## config.mk

```make
export PLATFORM = sky130hd
export DESIGN_NAME = fetch_sequencer
export DESIGN_NICKNAME = d
export VERILOG_FILES = /design/src/rtl/fetch_sequencer.sv
export SDC_FILE = /design/constraint.sdc
export NUM_CORES = 1
export LEC_CHECK = 0
export ABC_AREA = 1
export CELL_PAD_IN_SITES_DETAIL_PLACEMENT = 1
export CELL_PAD_IN_SITES_GLOBAL_PLACEMENT = 1
export CORE_UTILIZATION = 34
export DETAILED_ROUTE_END_ITERATION = 10
export HOLD_SLACK_MARGIN = 0.05
export MAX_ROUTING_LAYER = met4
export PLACE_DENSITY = 0.9
export SETUP_SLACK_MARGIN = 0.4
export SLEW_MARGIN = 0
export SYNTH_ARGS = -nofsm -noshare
export SYNTH_HDL_FRONTEND = slang
export SYNTH_SLANG_ARGS = --single-unit
```

## constraint.sdc

```tcl
create_clock -name clk -period 8.03 [get_ports clk]
set_input_delay 2.409 -clock clk [delete_from_list [all_inputs] [get_ports clk]]
set_output_delay 2.409 -clock clk [all_outputs]
set_load 0.02 [all_outputs]
```

## src/rtl/fetch_sequencer.sv

```systemverilog
// ---------------------------------------------------------------------------
// fetch_sequencer
//
// Instruction-fetch controller for the MIPS32 front end. Owns the program
// counter and its PC+4 path, chooses the next PC among sequential, branch,
// jump and exception sources, runs a req/ack instruction-memory handshake and
// presents a one-entry registered IF/ID buffer honouring stalls and flushes.
//
// Parameters
//   RESET_VECTOR    PC loaded on reset
//   EXC_VECTOR      redirect target on exception
//
// Ports
//   clk               clock, all state updates on the rising edge
//   rst               asynchronous active-high reset
//   stall_i           hazard unit: hold IF/ID, accept no new instruction
//   exc_i             exception redirect pulse (highest priority)
//   branch_taken_i    taken-branch redirect pulse
//   branch_target_i   branch target
//   jump_i            jump redirect pulse (lowest priority)
//   jump_target_i     jump target
//   imem_req_o        fetch request
//   imem_addr_o       fetch address, word aligned
//   imem_ack_i        memory completion, rdata valid this cycle
//   imem_rdata_i      fetched instruction
//   if_valid_o        IF/ID entry valid
//   if_pc_o           PC of the IF/ID instruction
//   if_pc4_o          if_pc_o + 4
//   if_instr_o        IF/ID instruction
// ---------------------------------------------------------------------------
module fetch_sequencer #(
    parameter logic [31:0] RESET_VECTOR = 32'h0000_0000,
    parameter logic [31:0] EXC_VECTOR   = 32'h0000_0180
) (
    input  logic        clk,
    input  logic        rst,
    input  logic        stall_i,
    input  logic        exc_i,
    input  logic        branch_taken_i,
    input  logic [31:0] branch_target_i,
    input  logic        jump_i,
    input  logic [31:0] jump_target_i,
    output logic        imem_req_o,
    output logic [31:0] imem_addr_o,
    input  logic        imem_ack_i,
    input  logic [31:0] imem_rdata_i,
    output logic        if_valid_o,
    output logic [31:0] if_pc_o,
    output logic [31:0] if_pc4_o,
    output logic [31:0] if_instr_o
);

    typedef enum logic [1:0] {
        BOOT    = 2'd0,
        FETCH   = 2'd1,
        DISCARD = 2'd2
    } state_t;

    localparam logic [31:0] ALIGN_MASK = ~32'd3;

    state_t      state, state_next;
    logic [31:0] pc_q, pc_next;
    logic [31:0] pc_plus4;
    logic [31:0] old_addr, old_addr_next;
    logic        pending, pending_next;

    logic        if_valid_next;
    logic [31:0] if_pc_next, if_pc4_next, if_instr_next;

    logic        redirect;
    logic [31:0] raw_target, redirect_target;
    logic        accept;

    // Redirect source selection: exception beats branch beats jump.
    always_comb begin
        redirect = exc_i || branch_taken_i || jump_i;
        if (exc_i) begin
            raw_target = EXC_VECTOR;
        end else if (branch_taken_i) begin
            raw_target = branch_target_i;
        end else begin
            raw_target = jump_target_i;
        end
        redirect_target = raw_target & ALIGN_MASK;
    end

    // Wraps modulo 2^32 naturally.
    assign pc_plus4 = pc_q + 32'd4;

    // Memory-side outputs. pending is a register, so the only combinational
    // inputs to imem_req_o are stall_i, state and if_valid_o. pending keeps
    // an in-flight request raised even if a hold condition appears mid-wait.
    always_comb begin
        imem_req_o  = 1'b0;
        imem_addr_o = pc_q;
        unique case (state)
            BOOT: begin
                imem_req_o = 1'b0;
            end
            FETCH: begin
                imem_req_o = pending || !if_valid_o || !stall_i;
            end
            DISCARD: begin
                imem_req_o  = 1'b1;
                imem_addr_o = old_addr;
            end
            default: begin
                imem_req_o = 1'b0;
            end
        endcase
    end

    // A completed fetch is taken into IF/ID only if the buffer can move
    // (empty or not stalled) and nothing is redirecting the stream.
    assign accept = (state == FETCH) && imem_req_o && imem_ack_i && !redirect &&
                    (!if_valid_o || !stall_i);

    // Next-state and IF/ID update logic.
    always_comb begin
        state_next    = state;
        pc_next       = pc_q;
        old_addr_next = old_addr;
        pending_next  = 1'b0;
        if_valid_next = if_valid_o;
        if_pc_next    = if_pc_o;
        if_pc4_next   = if_pc4_o;
        if_instr_next = if_instr_o;

        unique case (state)
            BOOT: begin
                state_next = FETCH;
                if (redirect) begin
                    pc_next       = redirect_target;
                    if_valid_next = 1'b0;
                end
            end

            FETCH: begin
                if (redirect) begin
                    pc_next       = redirect_target;
                    if_valid_next = 1'b0;
                    // An outstanding request must still be completed at its
                    // original address; its data is thrown away in DISCARD.
                    if (imem_req_o && !imem_ack_i) begin
                        old_addr_next = imem_addr_o;
                        state_next    = DISCARD;
                    end
                end else if (accept) begin
                    if_valid_next = 1'b1;
                    if_pc_next    = pc_q;
                    if_pc4_next   = pc_plus4;
                    if_instr_next = imem_rdata_i;
                    pc_next       = pc_plus4;
                end else begin
                    if (!stall_i) begin
                        if_valid_next = 1'b0;
                    end
                    // Includes an ack that arrived while IF/ID was held:
                    // the request stays up until it can be taken.
                    pending_next = imem_req_o;
                end
            end

            DISCARD: begin
                if (redirect) begin
                    pc_next       = redirect_target;
                    if_valid_next = 1'b0;
                end
                if (imem_ack_i) begin
                    state_next = FETCH;
                end
            end

            default: begin
                state_next = BOOT;
            end
        endcase
    end

    always_ff @(posedge clk or posedge rst) begin
        if (rst) begin
            state      <= BOOT;
            pc_q       <= RESET_VECTOR & ALIGN_MASK;
            old_addr   <= '0;
            pending    <= 1'b0;
            if_valid_o <= 1'b0;
            if_pc_o    <= '0;
            if_pc4_o   <= '0;
            if_instr_o <= '0;
        end else begin
            state      <= state_next;
            pc_q       <= pc_next;
            old_addr   <= old_addr_next;
            pending    <= pending_next;
            if_valid_o <= if_valid_next;
            if_pc_o    <= if_pc_next;
            if_pc4_o   <= if_pc4_next;
            if_instr_o <= if_instr_next;
        end
    end

endmodule

```

; ---- After elaboration in Yosys (flattened, before gate mapping)
; Index checks and enable logic that the tools add are counted.
; Widths: inputs -> output; s select.
[classes]
add_sub_neg = 1
mul = 0
div_mod_pow = 0
order_cmp = 0
n_eq_ne = 8
n_shift = 0
mux = 20
n_bitwise = 1
reduce_logical = 22
[op_table]
columns = cell, count
row1 = $mux 32, 6
row2 = $pmux 32 s2, 1
row3 = $add 32x3->32 const B, 1
row4 = $reduce_and 3->1, 5
row5 = $mux 1, 7
row6 = $mux 2, 3
row7 = $pmux 2 s3, 1
row8 = $logic_and 1x1->1, 5
row9 = $logic_or 1x1->1, 5
row10 = $logic_not 1->1, 4
row11 = $ne 2x1->1 const B, 2
row12 = $ne 2x2->1 const B, 2
row13 = $ne 4x4->1 const B, 1
row14 = $pmux 1 s2, 2
row15 = $ne 3x3->1 const B, 1
row16 = $eq 2x1->1 const B, 1
row17 = $eq 2x2->1 const B, 1
row18 = $logic_not 2->1, 1
row19 = $reduce_bool 2->1, 1
row20 = $reduce_or 2->1, 1
row21 = $not 1->1, 1
[totals]
ff_bits = 164
latchBits = 0
ramBits = 0
rom_bits = 0
in_bits = 103
out_inout_bits = 130
word_cells = 60
n_memories = 0

; ---- Depth between registers and ports, before layout
[depth]
depth_word = 11
mapped_depth = 13
depth_no_buf = 11

; ---- Worst setup path after synthesis
; No wires, ideal clock.
[synth_timing]
path_kind = input -> output
start = input stall_i
end = output imem_req_o
arrival_time_ns = 2.811
required_time_ns = 5.621
path_slack_ns = 2.810
cell_stages = 5
n_path_buf = 0
path_cell_list = nand3_1 nand2_1 nand2_1 nand2_1 inv_1
[synth_via]
elab_chain_len = 3
[synth_rtl]
columns = element, line
row1 = from (decl), 37  ; input logic stall_i,
row2 = $logic_not 1->1, n/a
row3 = $logic_or 1x1->1, 101  ; imem_req_o = pending || !if_valid_o || !stall_i;
row4 = $pmux 1 s2, 96  ; unique case (state)
row5 = to (decl), 43  ; output logic imem_req_o,
; Every way passes these cells.

; ---- Final worst setup path
; Same ends and word-level chain as after synthesis.

==> key figures <==
Power
  – Seq pwr share: 34.2%
  – PD cells: 347 nW/um2
  – Max VDD drop: 0.118 mV
  – Clock share of power: 22.8%
  – NetSw: between 1.5 and 2 mW
  – Switch share: between 40% and 50%
  – P_int: 2.24 mW
  – Design Power: between 3 and 4 mW
  – Leak pwr: 5.05 nW
  – Combinational Power Share: 43.0%

GRT
  – First-pass GRT wire length: 46.0 mm
  – Vias in the first global route: 8486
  – Grt ovf: 0
  – Initial antenna violation count: 0
  – Gr usage total: 25.4%
  – Largest net degree at the start of global routing: 112

Cells and area
  – Fill count: 2856
  – Layout cell share with drive strength beyond 1: ~4.7%
  – Area delta synth->final: 37.5%
  – Final Cell Area: 11100 um2
  – N_diodes: 0
  – Nets: 1402
  – Core Util, Final: 48.4%

Yosys
  – Asr flop ratio synth: 100%
  – Top cells by area, synth: dfrtp_1, nand2_1, o21ai_0
  – Register bit total from synthesis: 158
  – Top cell type's share of synthesized area: 49.0%
  – Top post-synthesis cells by count: nand2_1, dfrtp_1, nor2_1, o21ai_0, inv_1
  – Most frequent cell after synthesis: nand2_1
  – Mapped Area: 8060 um2
  – Netlist cell types: 30
  – Syn Area/Cell: 7.33 um2
  – Yosys warns: 0
  – Post-synth top flop: dfrtp_1
  – Yosys top cell by area: dfrtp_1
  – Post-synth EDFFs: 0
  – Post-synthesis sequential area ratio: 49.0%
  – Post-Synthesis Cells: 1100

Drt
  – First-iteration detailed-routing DRC count: 559
  – DRC: 0
  – Via count: 8127
  – Vias/cell: 5.02
  – First-pass iteration count of the detailed router: 5
  – Routed WL: around 29 mm
  – Final ANT Viol Nets: 0
  – Drt wl/cell: 18.0 um

Setup path
  – Slowest CP cell: clkdlybuf4s50_1
  – Critical-path cell list: clkdlybuf4s50_1 > nand3_1 > nand2_1 > nand2_1 > nand2_1 > inv_1 > clkdlybuf4s50_1
  – Reg2Reg Depth: 10
  – Crit path largest cell delay: 0.62 ns
  – Critical path depth: 7
  – CP most frequent cell: nand2_1
  – CP Capture Type: output port
  – Crit path max-delay family: buffers and inverters
  – Worst path arrival time: 4.02 ns
  – Critical path class: input pin to output port
  – Critical Path RT: 5.62 ns
  – CP Max Fanout: 4
  – Startpoint class of the critical path: input pin
  – Worst path bufs/invs: 3

Floorplanning
  – Row count: 55
  – Die width: 156 um
  – I/O pins: 233
  – Die H: 156 um
  – Initial Util: between 30% and 40%
  – Die footprint: 24300 um2
  – Core ar.: 22900 um2

Timing
  – Setup TNS: 0 ns
  – RSZ-0062 raised after global routing: false
  – Worst-Margin Slew: between 1 and 1.5 ns
  – Final Setup Violations: 0
  – Clock skew: 0.0180 ns
  – Post-layout min period: 6.43 ns
  – Max transition margin: 24.4%
  – Worst setup margin: 1.60 ns
  – Fmax: 0.155 GHz
  – Final Slew Violations: 0
  – Crit share post-route: between 80% and 90%
  – Fin. Hold Viols: 0

Placed design
  – Setup WS pre-CTS: 1.63 ns
  – Post-place instance area: around 10000 um2
  – Final Wtd Congestion: 0.932
  – Final HPWL DP: 21.3 mm
  – Number of port buffers: between 200 and 250

Min path
  – Hold crit path type: flip-flop to flip-flop
  – Hold Path Depth: 2

CTS
  – Post-CTS Repair Setup Buffers: 0
  – CTS root buffer: clkbuf_16
  – H-tree depth: 4
  – Hold_buf cts: 0
  – TritonCTS clock tree: done
  – Clock slew at reported path FFs: 0.06 ns
  – Clk Latency, worst-skew pair: between 0.4 and 0.5 ns
  – CTS buffer count: 17
  – Clk buf depth: 2
  – PostCTS Resize Cnt: 0
  – Clock sinks: between 150 and 200

Run status
  – Status: finished clean

Run
  – Max-Cap Viols: 0
==> path summary, 6_finish.rpt <==
| kind | endpoint | from | slack (ns) |
|---|---|---|---|
| max | imem_req_o | stall_i | 1.60 |
| min | if_instr_o[21] | if_instr_o[21] | 0.48 |
| max reg2reg | pc_q[11] | state[0] | 3.96 |
| min reg2reg | if_instr_o[21] | if_instr_o[21] | 0.48 |
| max in group asynchronous | if_pc4_o[12] | rst | 4.13 |
| min in group asynchronous | if_instr_o[28] | rst | 2.62 |
==> power by group through the flow <==
stage          clock network, mW  logic, mW  registers, mW
2_1_floorplan                  0      0.709           1.45
3_3_place_gp                   0       1.59           1.30
3_5_place_dp                   0       1.65           1.32
4_1_cts                    0.887       1.67           1.31
5_1_grt                    0.919       1.79           1.35
6_report                   0.875       1.65           1.32
==> kinds of logic after synthesis <==
| logic type | count (synthesis) | share of synthesized area, % |
|---|---|---|
| simple gates | 594 | 29.2 |
| compound gates | 182 | 12.0 |
| flops | 158 | 49.0 |
| buf+inv | 153 | 8.19 |
| xor+xnor | 7 | 0.761 |
| fa+ha+maj | 5 | 0.776 |
| other cells | 1 | 0.0465 |
==> through the flow <==
step | cells | hold WS (ns)
floorplan | 1103 | 0.453
global placement | 1588 | 0.460
detailed placement | 1588 | 0.464
CTS | 1620 | 0.482
global route | 1620 | 0.505
finish | 1620 | 0.476
==> layout by cell type, fill, tap and decap left out, drive strengths merged, types with 5 or more instances in the layout <==
cell type / n
buf: 6
clkbuf: 17
inv: 103
nand3: 43
xor2: 7
nand2: 415
o211ai: 9
clkdlybuf4s50: 224
nor2: 123
o21ai: 142
o21a: 8
ha: 5
a21oi: 22
nor4: 6
dfrtp: 158
==> worst reg2reg max path, cell delays in order, from the launching register on <==
cell	delay, ns
dfrtp_1	0.43
inv_1	0.11
ha_2	0.92
inv_1	0.14
nand2_1	0.18
nand3_4	0.43
nand2_2	0.51
nand2_2	0.50
inv_2	0.53
nand2_1	0.14
o21ai_1	0.11
==> per-layer routing <==
| layer | GRT usage, % | share of wire [%] | wire length [um] |
|---|---|---|---|
| met5 | - | 0 | 0 |
| met4 | 10.6 | 3.6 | 1060 |
| met3 | 3.97 | 4.6 | 1360 |
| met2 | 42.6 | 49 | 14400 |
| met1 | 30.4 | 42 | 12400 |
==> flip-flops by register name (all words and copies together) (netlist names) <==
register / cells
if_pc4_o: 30
if_valid_o: 1
if_pc_o: 30
pc_q: 30
state: 2
pending: 1
if_instr_o: 32
old_addr: 32
==> cell type report <==
| type | instances | area [um2] | area share (%) |
|---|---|---|---|
| Timing Repair Buffer | 230 | 2290 | 20.6 |
| Clock inverter | 15 | 198 | 1.78 |
| Sequential cell | 158 | 3950 | 35.7 |
| Clock buffer | 17 | 425 | 3.84 |
| Multi-Input combinational cell | 792 | 3470 | 31.3 |
| Tap cell | 313 | 392 | 3.53 |
| Inverter | 95 | 362 | 3.26 |
Power figures use the tool's default switching activity.
